`config.mk`:
```
export PLATFORM = sky130hd
export DESIGN_NAME = hazard_scoreboard
export DESIGN_NICKNAME = d
export VERILOG_FILES = /design/src/rtl/hazard_scoreboard.sv
export SDC_FILE = /design/constraint.sdc
export NUM_CORES = 1
export LEC_CHECK = 0
export CAP_MARGIN = 20
export CORE_ASPECT_RATIO = 1.25
export CORE_MARGIN = 5
export CORE_UTILIZATION = 26
export DETAILED_ROUTE_END_ITERATION = 8
export GPL_TIMING_DRIVEN = 0
export HOLD_SLACK_MARGIN = 0.03
export PLACE_DENSITY_LB_ADDON = 0.12
export SKIP_CTS_REPAIR_TIMING = 1
export SLEW_MARGIN = 25
export SYNTH_ARGS = -nofsm -noshare
export SYNTH_HDL_FRONTEND = slang
export SYNTH_SLANG_ARGS = --single-unit
```
`constraint.sdc`:
```
create_clock -name clk -period 5.2 [get_ports clk]
set_clock_uncertainty 0.05 [all_clocks]
set_input_delay 1.04 -clock clk [delete_from_list [all_inputs] [get_ports clk]]
set_output_delay 1.04 -clock clk [all_outputs]
set_load 0.02 [all_outputs]
```
`src/rtl/hazard_scoreboard.sv`:
```
// Pending-write scoreboard for multi-cycle ops: tracks in-flight destinations per register
// file and stalls ID instructions that read, overwrite or overflow an outstanding result.
module hazard_scoreboard #(
    parameter int REG_AW        = 5,
    parameter int FP_EN         = 1,
    parameter int MAX_PENDING   = 4,
    parameter int RELEASE_DELAY = 1,
    parameter int CNT_W         = $clog2(MAX_PENDING + 1)
) (
    input  logic              clk,
    input  logic              reset_n,
    input  logic              iss_valid,
    input  logic [REG_AW-1:0] iss_rd,
    input  logic              iss_fp,
    input  logic              cpl_valid,
    input  logic [REG_AW-1:0] cpl_rd,
    input  logic              cpl_fp,
    input  logic              flush,
    input  logic [REG_AW-1:0] id_rs1,
    input  logic [REG_AW-1:0] id_rs2,
    input  logic [REG_AW-1:0] id_rs3,
    input  logic [2:0]        id_rs_fp,
    input  logic [2:0]        id_rs_use,
    input  logic [REG_AW-1:0] id_rd,
    input  logic              id_rd_fp,
    input  logic              id_rd_we,
    input  logic              id_is_multi,
    output logic              sb_stall,
    output logic              sb_full,
    output logic [CNT_W-1:0]  sb_count,
    output logic              sb_err
);
    localparam int NREG = 1 << REG_AW;
    // A delay of 0 or 1 both clear at the edge ending the completion cycle; each
    // further cycle of delay needs one register stage.
    localparam int NST = (RELEASE_DELAY > 1) ? RELEASE_DELAY - 1 : 0;
    localparam logic [CNT_W-1:0] ONE   = CNT_W'(1);
    localparam logic [CNT_W-1:0] MAXC  = CNT_W'(MAX_PENDING);
    localparam logic [CNT_W-1:0] MAXM1 = CNT_W'(MAX_PENDING - 1);

    logic [NREG-1:0]   pend_i_r, pend_f_r, pend_i_s, pend_f_s;
    logic [CNT_W-1:0]  count_r, count_s;
    logic              full_r, err_r, err_s;
    logic              exit_v_s, exit_fp_s;
    logic [REG_AW-1:0] exit_rd_s;
    logic              cpl_ok_s, iss_ok_s, iss_prev_s;
    logic              raw_s, waw_s, strct_s;

    assign cpl_ok_s   = cpl_valid & (~cpl_fp | (FP_EN != 0));
    assign iss_ok_s   = iss_valid & (iss_fp ? (FP_EN != 0) : (iss_rd != '0));
    assign iss_prev_s = iss_fp ? pend_f_r[iss_rd] : pend_i_r[iss_rd];

    generate
        if (NST == 0) begin : g_direct
            assign exit_v_s  = cpl_ok_s;
            assign exit_rd_s = cpl_rd;
            assign exit_fp_s = cpl_fp;
        end else begin : g_pipe
            logic [NST-1:0]    v_r, fp_r;
            logic [REG_AW-1:0] rd_r [NST];

            // Release delay line; flush and reset drop everything in flight.
            always_ff @(posedge clk or negedge reset_n) begin
                if (!reset_n) begin
                    v_r  <= '0;
                    fp_r <= '0;
                    for (int i = 0; i < NST; i++) rd_r[i] <= '0;
                end else if (flush) begin
                    v_r  <= '0;
                    fp_r <= '0;
                    for (int i = 0; i < NST; i++) rd_r[i] <= '0;
                end else begin
                    v_r[0]  <= cpl_ok_s;
                    rd_r[0] <= cpl_rd;
                    fp_r[0] <= cpl_fp;
                    for (int i = NST - 1; i > 0; i--) begin
                        v_r[i]  <= v_r[i-1];
                        rd_r[i] <= rd_r[i-1];
                        fp_r[i] <= fp_r[i-1];
                    end
                end
            end

            assign exit_v_s  = v_r[NST-1];
            assign exit_rd_s = rd_r[NST-1];
            assign exit_fp_s = fp_r[NST-1];
        end
    endgenerate

    function automatic logic eff(input logic [NREG-1:0] pi, input logic [NREG-1:0] pf,
                                 input logic iv, input logic ifp, input logic [REG_AW-1:0] ird,
                                 input logic fp, input logic [REG_AW-1:0] r);
        logic hit;
        hit = iv & (ifp == fp) & (ird == r);
        if (fp) begin
            eff = (FP_EN != 0) & (pf[r] | hit);
        end else if (r == '0) begin
            eff = 1'b0;
        end else begin
            eff = pi[r] | hit;
        end
    endfunction

    // Next state: release is applied before issue so a same-register pair leaves the bit set.
    always_comb begin
        pend_i_s = pend_i_r;
        pend_f_s = pend_f_r;
        count_s  = count_r;
        err_s    = err_r;
        if (flush) begin
            pend_i_s = '0;
            pend_f_s = '0;
            count_s  = '0;
        end else begin
            if (exit_v_s && exit_fp_s) begin
                if (pend_f_s[exit_rd_s]) begin
                    pend_f_s[exit_rd_s] = 1'b0;
                    count_s             = count_s - ONE;
                end else begin
                    err_s = 1'b1;
                end
            end else if (exit_v_s && (exit_rd_s != '0)) begin
                if (pend_i_s[exit_rd_s]) begin
                    pend_i_s[exit_rd_s] = 1'b0;
                    count_s             = count_s - ONE;
                end else begin
                    err_s = 1'b1;
                end
            end else begin
                count_s = count_r;
            end

            if (iss_ok_s && full_r && !iss_prev_s) begin
                err_s = 1'b1;
            end else if (iss_ok_s && iss_fp && !pend_f_s[iss_rd]) begin
                pend_f_s[iss_rd] = 1'b1;
                count_s          = count_s + ONE;
            end else if (iss_ok_s && !iss_fp && !pend_i_s[iss_rd]) begin
                pend_i_s[iss_rd] = 1'b1;
                count_s          = count_s + ONE;
            end else begin
                pend_i_s = pend_i_s;
            end
        end
    end

    // Scoreboard state and registered status outputs.
    always_ff @(posedge clk or negedge reset_n) begin
        if (!reset_n) begin
            pend_i_r <= '0;
            pend_f_r <= '0;
            count_r  <= '0;
            full_r   <= 1'b0;
            err_r    <= 1'b0;
        end else begin
            pend_i_r <= pend_i_s;
            pend_f_r <= pend_f_s;
            count_r  <= count_s;
            full_r   <= (count_s == MAXC);
            err_r    <= err_s;
        end
    end

    // Hazard detection against registered state plus the same-cycle issue bypass.
    always_comb begin
        raw_s = (id_rs_use[0] & eff(pend_i_r, pend_f_r, iss_valid, iss_fp, iss_rd, id_rs_fp[0], id_rs1))
              | (id_rs_use[1] & eff(pend_i_r, pend_f_r, iss_valid, iss_fp, iss_rd, id_rs_fp[1], id_rs2))
              | (id_rs_use[2] & eff(pend_i_r, pend_f_r, iss_valid, iss_fp, iss_rd, id_rs_fp[2], id_rs3));
        waw_s   = id_rd_we & eff(pend_i_r, pend_f_r, iss_valid, iss_fp, iss_rd, id_rd_fp, id_rd);
        strct_s = id_is_multi & (full_r | (iss_valid & (count_r == MAXM1)));
    end

    assign sb_stall = (raw_s | waw_s | strct_s) & ~flush;
    assign sb_full  = full_r;
    assign sb_count = count_r;
    assign sb_err   = err_r;

endmodule

```
-- Word level (Yosys, flattened, before mapping)
Cells that the tools add are included.
- add/sub/neg operators: 2
- magnitude comparators: 8
- equality and inequality tests: 12
- multiplexer cells: 70
- bitwise logic cells: 35
- reductions and logical operators: 22
- operator list (operator ; number):
    two-way mux 32 bit ; 14
    binary-select mux 1 bit (select 5 bit) ; 14
    bitwise AND 32 bit ; 2
    OR 32 bit ; 2
    less-than comparator 5 x 6 -> 1 bit, second input constant ; 6
    inverter 32 bit ; 1
    two-way mux 1 bit ; 31
    two-way mux 3 bit ; 9
    equality test 5 bit ; 4
    zero test 5 bit ; 4
    bitwise AND 1 bit ; 16
    OR 1 bit ; 13
    demux 1 bit (select 5 bit) ; 2
    greater-or-equal comparator 5 x 1 -> 1 bit, second input constant ; 2
    logical AND 1 bit ; 10
    nonzero test 5 bit ; 2
    inequality test 3 x 2 -> 1 bit, second input constant ; 2
    equality test 1 bit ; 4
    zero test 1 bit ; 4
    AND reduction 4 bit ; 1
    adder 3 x 1 -> 3 bit, second input constant ; 1
    equality test 3 x 2 -> 1 bit, second input constant ; 1
    equality test 3 bit, second input constant ; 1
    nonzero test 3 bit ; 1
    other kinds (2) ; 2
- bits in registers: 69
- output and inout bits: 6

-- Depth between registers and ports, before layout
- word-level depth: 19
- gate-level depth with buffers: 17
- depth with buffers taken out: 12

-- Worst setup path after synthesis
No wires, ideal clock.
- kind: input to output
- from: input id_rs3[0]
- to: output sb_stall
- data arrival time: 3.891 ns
- slack: 0.219 ns
- stages on the path: 7
- path buffers: 2
- cell sequence: clkbuf_1 -> clkbuf_1 -> mux4_2 -> mux4_2 -> mux4_2 -> o21ai_0 -> a41oi_1
- word-level cells in the longest chain between the ends: 10
- RTL lines (item ; line ; RTL):
    start, declared ; 21 ; input logic [REG_AW-1:0] id_rs3,
    binary-select mux 1 bit (select 5 bit) / equality test 5 bit (equally long branches) ; 100, 94 ;
    two-way mux 1 bit (not written as such) / bitwise AND 1 bit (equally long branches) ; 100, 94 ;
    OR 1 bit ; 100 ; eff = pi[r] | hit;
    two-way mux 1 bit ; 97 ; end else if (r == '0) begin
    two-way mux 1 bit * ; 95 ; if (fp) begin
    bitwise AND 1 bit * ; 168 ; | (id_rs_use[2] & eff(pend_i_r, pend_f_r, iss_valid, iss_fp, iss_rd, id_rs_fp[2], id_rs3));
    OR 1 bit * ; 168 ;
    OR 1 bit * (2 in a row) ; 173 ; assign sb_stall = (raw_s | waw_s | strct_s) & ~flush;
    bitwise AND 1 bit * ; 173 ;
    end, declared ; 28 ; output logic sb_stall,
Every way passes the cells marked *; elsewhere a longest branch is shown, timed or not. The select of a mux whose other input is x is not followed.

-- Worst setup path in the final report
- from: input cpl_rd[4]
- to: register full_r, in the netlist sb_full
- word-level cells in the longest chain between the ends: 19
- RTL lines (item ; line ; RTL):
    start, declared ; 16 ; input logic [REG_AW-1:0] cpl_rd,
    less-than comparator 5 x 6 -> 1 bit (not written as such) / greater-or-equal comparator 5 x 1 -> 1 bit (equally long branches) ; 117, 124 ;
    logical AND 1 bit (not written as such) ; 117, 124 ;
    two-way mux 1 bit (not written as such) ; 117, 124 ;
    demux 1 bit (select 5 bit) ; 117, 124 ;
    inverter 32 bit (no source line) ; -- ;
    bitwise AND 32 bit (no source line) ; -- ;
    two-way mux 32 bit ; 123 ; if (pend_i_s[exit_rd_s]) begin
    two-way mux 32 bit ; 122 ; end else if (exit_v_s && (exit_rd_s != '0)) begin
    [4 not listed] ; -- ;
    zero test 1 bit ; 138 ; end else if (iss_ok_s && !iss_fp && !pend_i_s[iss_rd]) begin
    logical AND 1 bit ; 138 ;
    two-way mux 3 bit ; 138 ;
    two-way mux 3 bit ; 135 ; end else if (iss_ok_s && iss_fp && !pend_f_s[iss_rd]) begin
    two-way mux 3 bit * ; 133 ; if (iss_ok_s && full_r && !iss_prev_s) begin
    two-way mux 3 bit * ; 110 ; if (flush) begin
    named net count_s[2] ; 42 ; logic [CNT_W-1:0] count_r, count_s;
    equality test 3 bit * ; 159 ; full_r <= (count_s == MAXC);
    end signal, assigned ; 159 ;
    end, declared ; 43 ; logic full_r, err_r, err_s;
The timed path passes the listed nets; every way through them passes the cells marked *. The select of a mux whose other input is x is not followed.
A chain may end at the register's enable or synchronous reset.

==> results.txt <==
Fin. max-slew vios - 0
DRC errors left - 0
Final period utilization - 0.976
Warnings, synthesis - 0
Most used DFF post-synth - dfrtp_1
DIE WIDTH - 171 um
EDFF count, synth - 0
Worst path arrival time - 5.27 ns
Highest clock rate - 0.197 GHz
Flop2flop setup slack - 1.13 ns
Worst skew pair latency - 0.36 ns
Grt total ovfl - 0
Core box area - 32000 sq um
MaxCap Viol Count - 0
Vias in the first global route - 8645
Worst-path cell chain - clkdlybuf4s50_1, or3b_1, clkbuf_1, o22ai_2, nor4_4, mux2i_1, and2_1, buf_2, a21oi_1, nand2_1, o21ai_0, ha_1, o211ai_1, mux2_1, o31a_1
R2r startpoint - pend_i_r[30]
Mux contribution to synthesized area - 0.315
CTS root buf - clkbuf_16
Setup_tns - 0 ns
CTS clock-pin slew for the worst setup and hold paths - 0.06 ns
Largest family of logic cells by synthesized area - multiplexers
Mapped Nets - 920
Most common cell after layout, fill and taps aside - mux4_2
Power density over the cells - 178 nW/um^2
Drt pass-1 iters - 6
Final setup fails - 0
CP Data Required Time - 5.39 ns
Critical Path Source - cpl_rd[4]
Post-DP HPWL - 33000 um
Status - completed
Adder and majority cell fraction of the synthesized area - 0.00444
WS Path Type - in -> reg
Die area - 36200 sq um
Fillcell total - 3372
Post-route minimum period - 5.08 ns
CP endpoint kind - flop
CTS Buffer Depth - 2
XOR/XNOR share of the synthesized area - 0.0290
Hold WC Path Type - reg -> reg
Starting density of the core - 0.264
Slew HR - 0.349
Antenna violation net count after detailed routing - 0
Max stage delay cell, worst path - nor4_4
RSZ-0062 raised after global routing - false
WHS - 0.432 ns
Mapped Area - 8450 sq um
DRT iter0 DRCs - 895
Die Y - 212 um
Area fraction in compound gates after synthesis - 0.181
Peak supply drop - 0.112 mV
CTS buffer count - 9
Ratio of cells with drive above 1 in the final layout - 0.272
Final hold violation count - 0
Top Ports - 52
Register area share after synthesis - 0.204
Number of synthesized register bits - 69
First-pass GRT wire length - 63300 um
Routed vias - 8443
Crit-path max FO - 7
WL final - 44400 um
Port Buf Inserts - 33
Nets - 966
Cell count after synthesis - 871
P_leak - 3.38 nW
Synth cell types - 76
Core Rows - 73
Most frequent cells in the layout - 92 x mux4_2, 83 x nand2_1, 69 x dfrtp_1
Initial antenna violation count - 0
Worst setup SP type - input port
Multi-input gate area - 6210 sq um
Layout area overhead - 15.4%
Simple-gate share of the synthesized area - 0.203
Final GP Congestion - 0.925
Share of async-settable or async-resettable flops after synthesis - 1.00
FF-to-FF End - sb_full
Sequential cell area - 1730 sq um
CP endpoint - sb_full
Crit path largest cell delay - 0.59 ns
Clock sinks - 69
Reg2Reg Depth - 14
Wire per inst - 33.3 um
# H-tree levels - 3
All-Layer GR Usage - 0.244
Vias per inst - 6.33
Synth Area per Inst - 9.70 sq um
CTS tree - built
Worst-Margin Slew - 0.972 ns
Largest net degree at the start of global routing - 46
Inserted Diodes - 0
## sequential cells by signal (all words and copies together) (netlist names)
| name | flops |
|---|---|
| sb_count | 3 |
| sb_full | 1 |
| sb_err | 1 |
| pend_f_r | 32 |
| pend_i_r | 32 |
## routing by layer
metal,global-route usage,vias to the layer above,wire length [um]
li1,-,3534,-
met1,0.294,4304,17300
met2,0.407,466,21100
met3,0.0319,139,2630
met4,0.154,0,3340
met5,0,-,0
## how the worst min path moves through the flow
stage,startpoint,endpoint,slack (ns),cells past startpoint
2_1_floorplan,pend_i_r[11],pend_i_r[11],0.50,2
3_3_place_gp,sb_err,sb_err,0.40,1
3_5_place_dp,sb_err,sb_err,0.42,1
4_1_cts,sb_err,sb_err,0.44,1
5_1_grt,sb_err,sb_err,0.45,1
6_report,sb_err,sb_err,0.43,1
## logic make-up (layout without fill, tap and decap cells)
logic type | Yosys count | after routing
and+or+nand+nor | 306 | 306
AOI/OAI and AO/OA | 216 | 216
muxes | 149 | 149
buffers and inverters | 100 | 151
DFF | 69 | 69
xor gates and xnor gates | 28 | 28
adders and majority gates | 3 | 3
## cell usage after synthesis (all sizes together) (4+ instances only)
cell type	number	area, sq um
o21ai	40	200
clkbuf	47	176
nor3b	7	72.6
a32oi	27	236
xnor2	14	123
mux2i	43	430
o22ai	14	106
a21oi	55	343
nand3	69	445
and2	8	50.1
nor2	55	209
mux2	14	158
and3	5	31.3
nand2	85	324
o31ai	11	82.6
o41ai	6	52.6
a41oi	4	35.0
mux4	92	2070
nor2b	15	93.8
nand3b	6	45.0
xor2	14	123
a22oi	9	72.6
inv	5	18.8
nand2b	4	25.0
nand4	13	87.6
o211ai	7	66.3
dfrtp	69	1730
buf	48	339
a31oi	18	113
nor4	10	114
and3b	7	61.3
nor3	7	40.0
## power by group
group          total, mW  switching (mW)  internal [mW]  leakage [nW]
Sequential         0.562          0.0181          0.544         0.956
Clock              0.736           0.267          0.469         0.163
Combinational      0.434           0.282          0.153          2.26
Total               1.73           0.567           1.17          3.38
## worst max-delay path, delay by kind of cell
family | cells | cell delay (ns)
AND/OR/NAND/NOR | 4 | 1.05
multiplexers | 2 | 0.74
buffers and inverters | 3 | 1.23
AO/OA/AOI/OAI | 5 | 0.95
adder cells (fa/ha/maj) | 1 | 0.24
## stage by stage
stage,worst slack [ns],cell area (sq um),util,power (mW),cells
3_5_place_dp,-1.00,9320,0.292,0.997,1317
6_report,0.124,9750,0.305,1.73,1334
4_1_cts,-1.00,9660,0.302,1.73,1333
2_1_floorplan,0.219,8450,-,0.817,871
5_1_grt,0.0685,9750,0.305,1.79,1334
3_3_place_gp,-1.05,9290,0.291,0.996,1316
## layout make-up
cell class | count | area share
multi-input combinational | 702 | 0.637
sequential | 69 | 0.177
clock buffer | 10 | 0.0235
buffer | 93 | 0.0572
timing repair buffer | 37 | 0.0390
tap | 412 | 0.0529
inverter | 5 | 0.00192
clock inverter | 6 | 0.0114
Note: power is estimated with default switching activity, not from simulation.
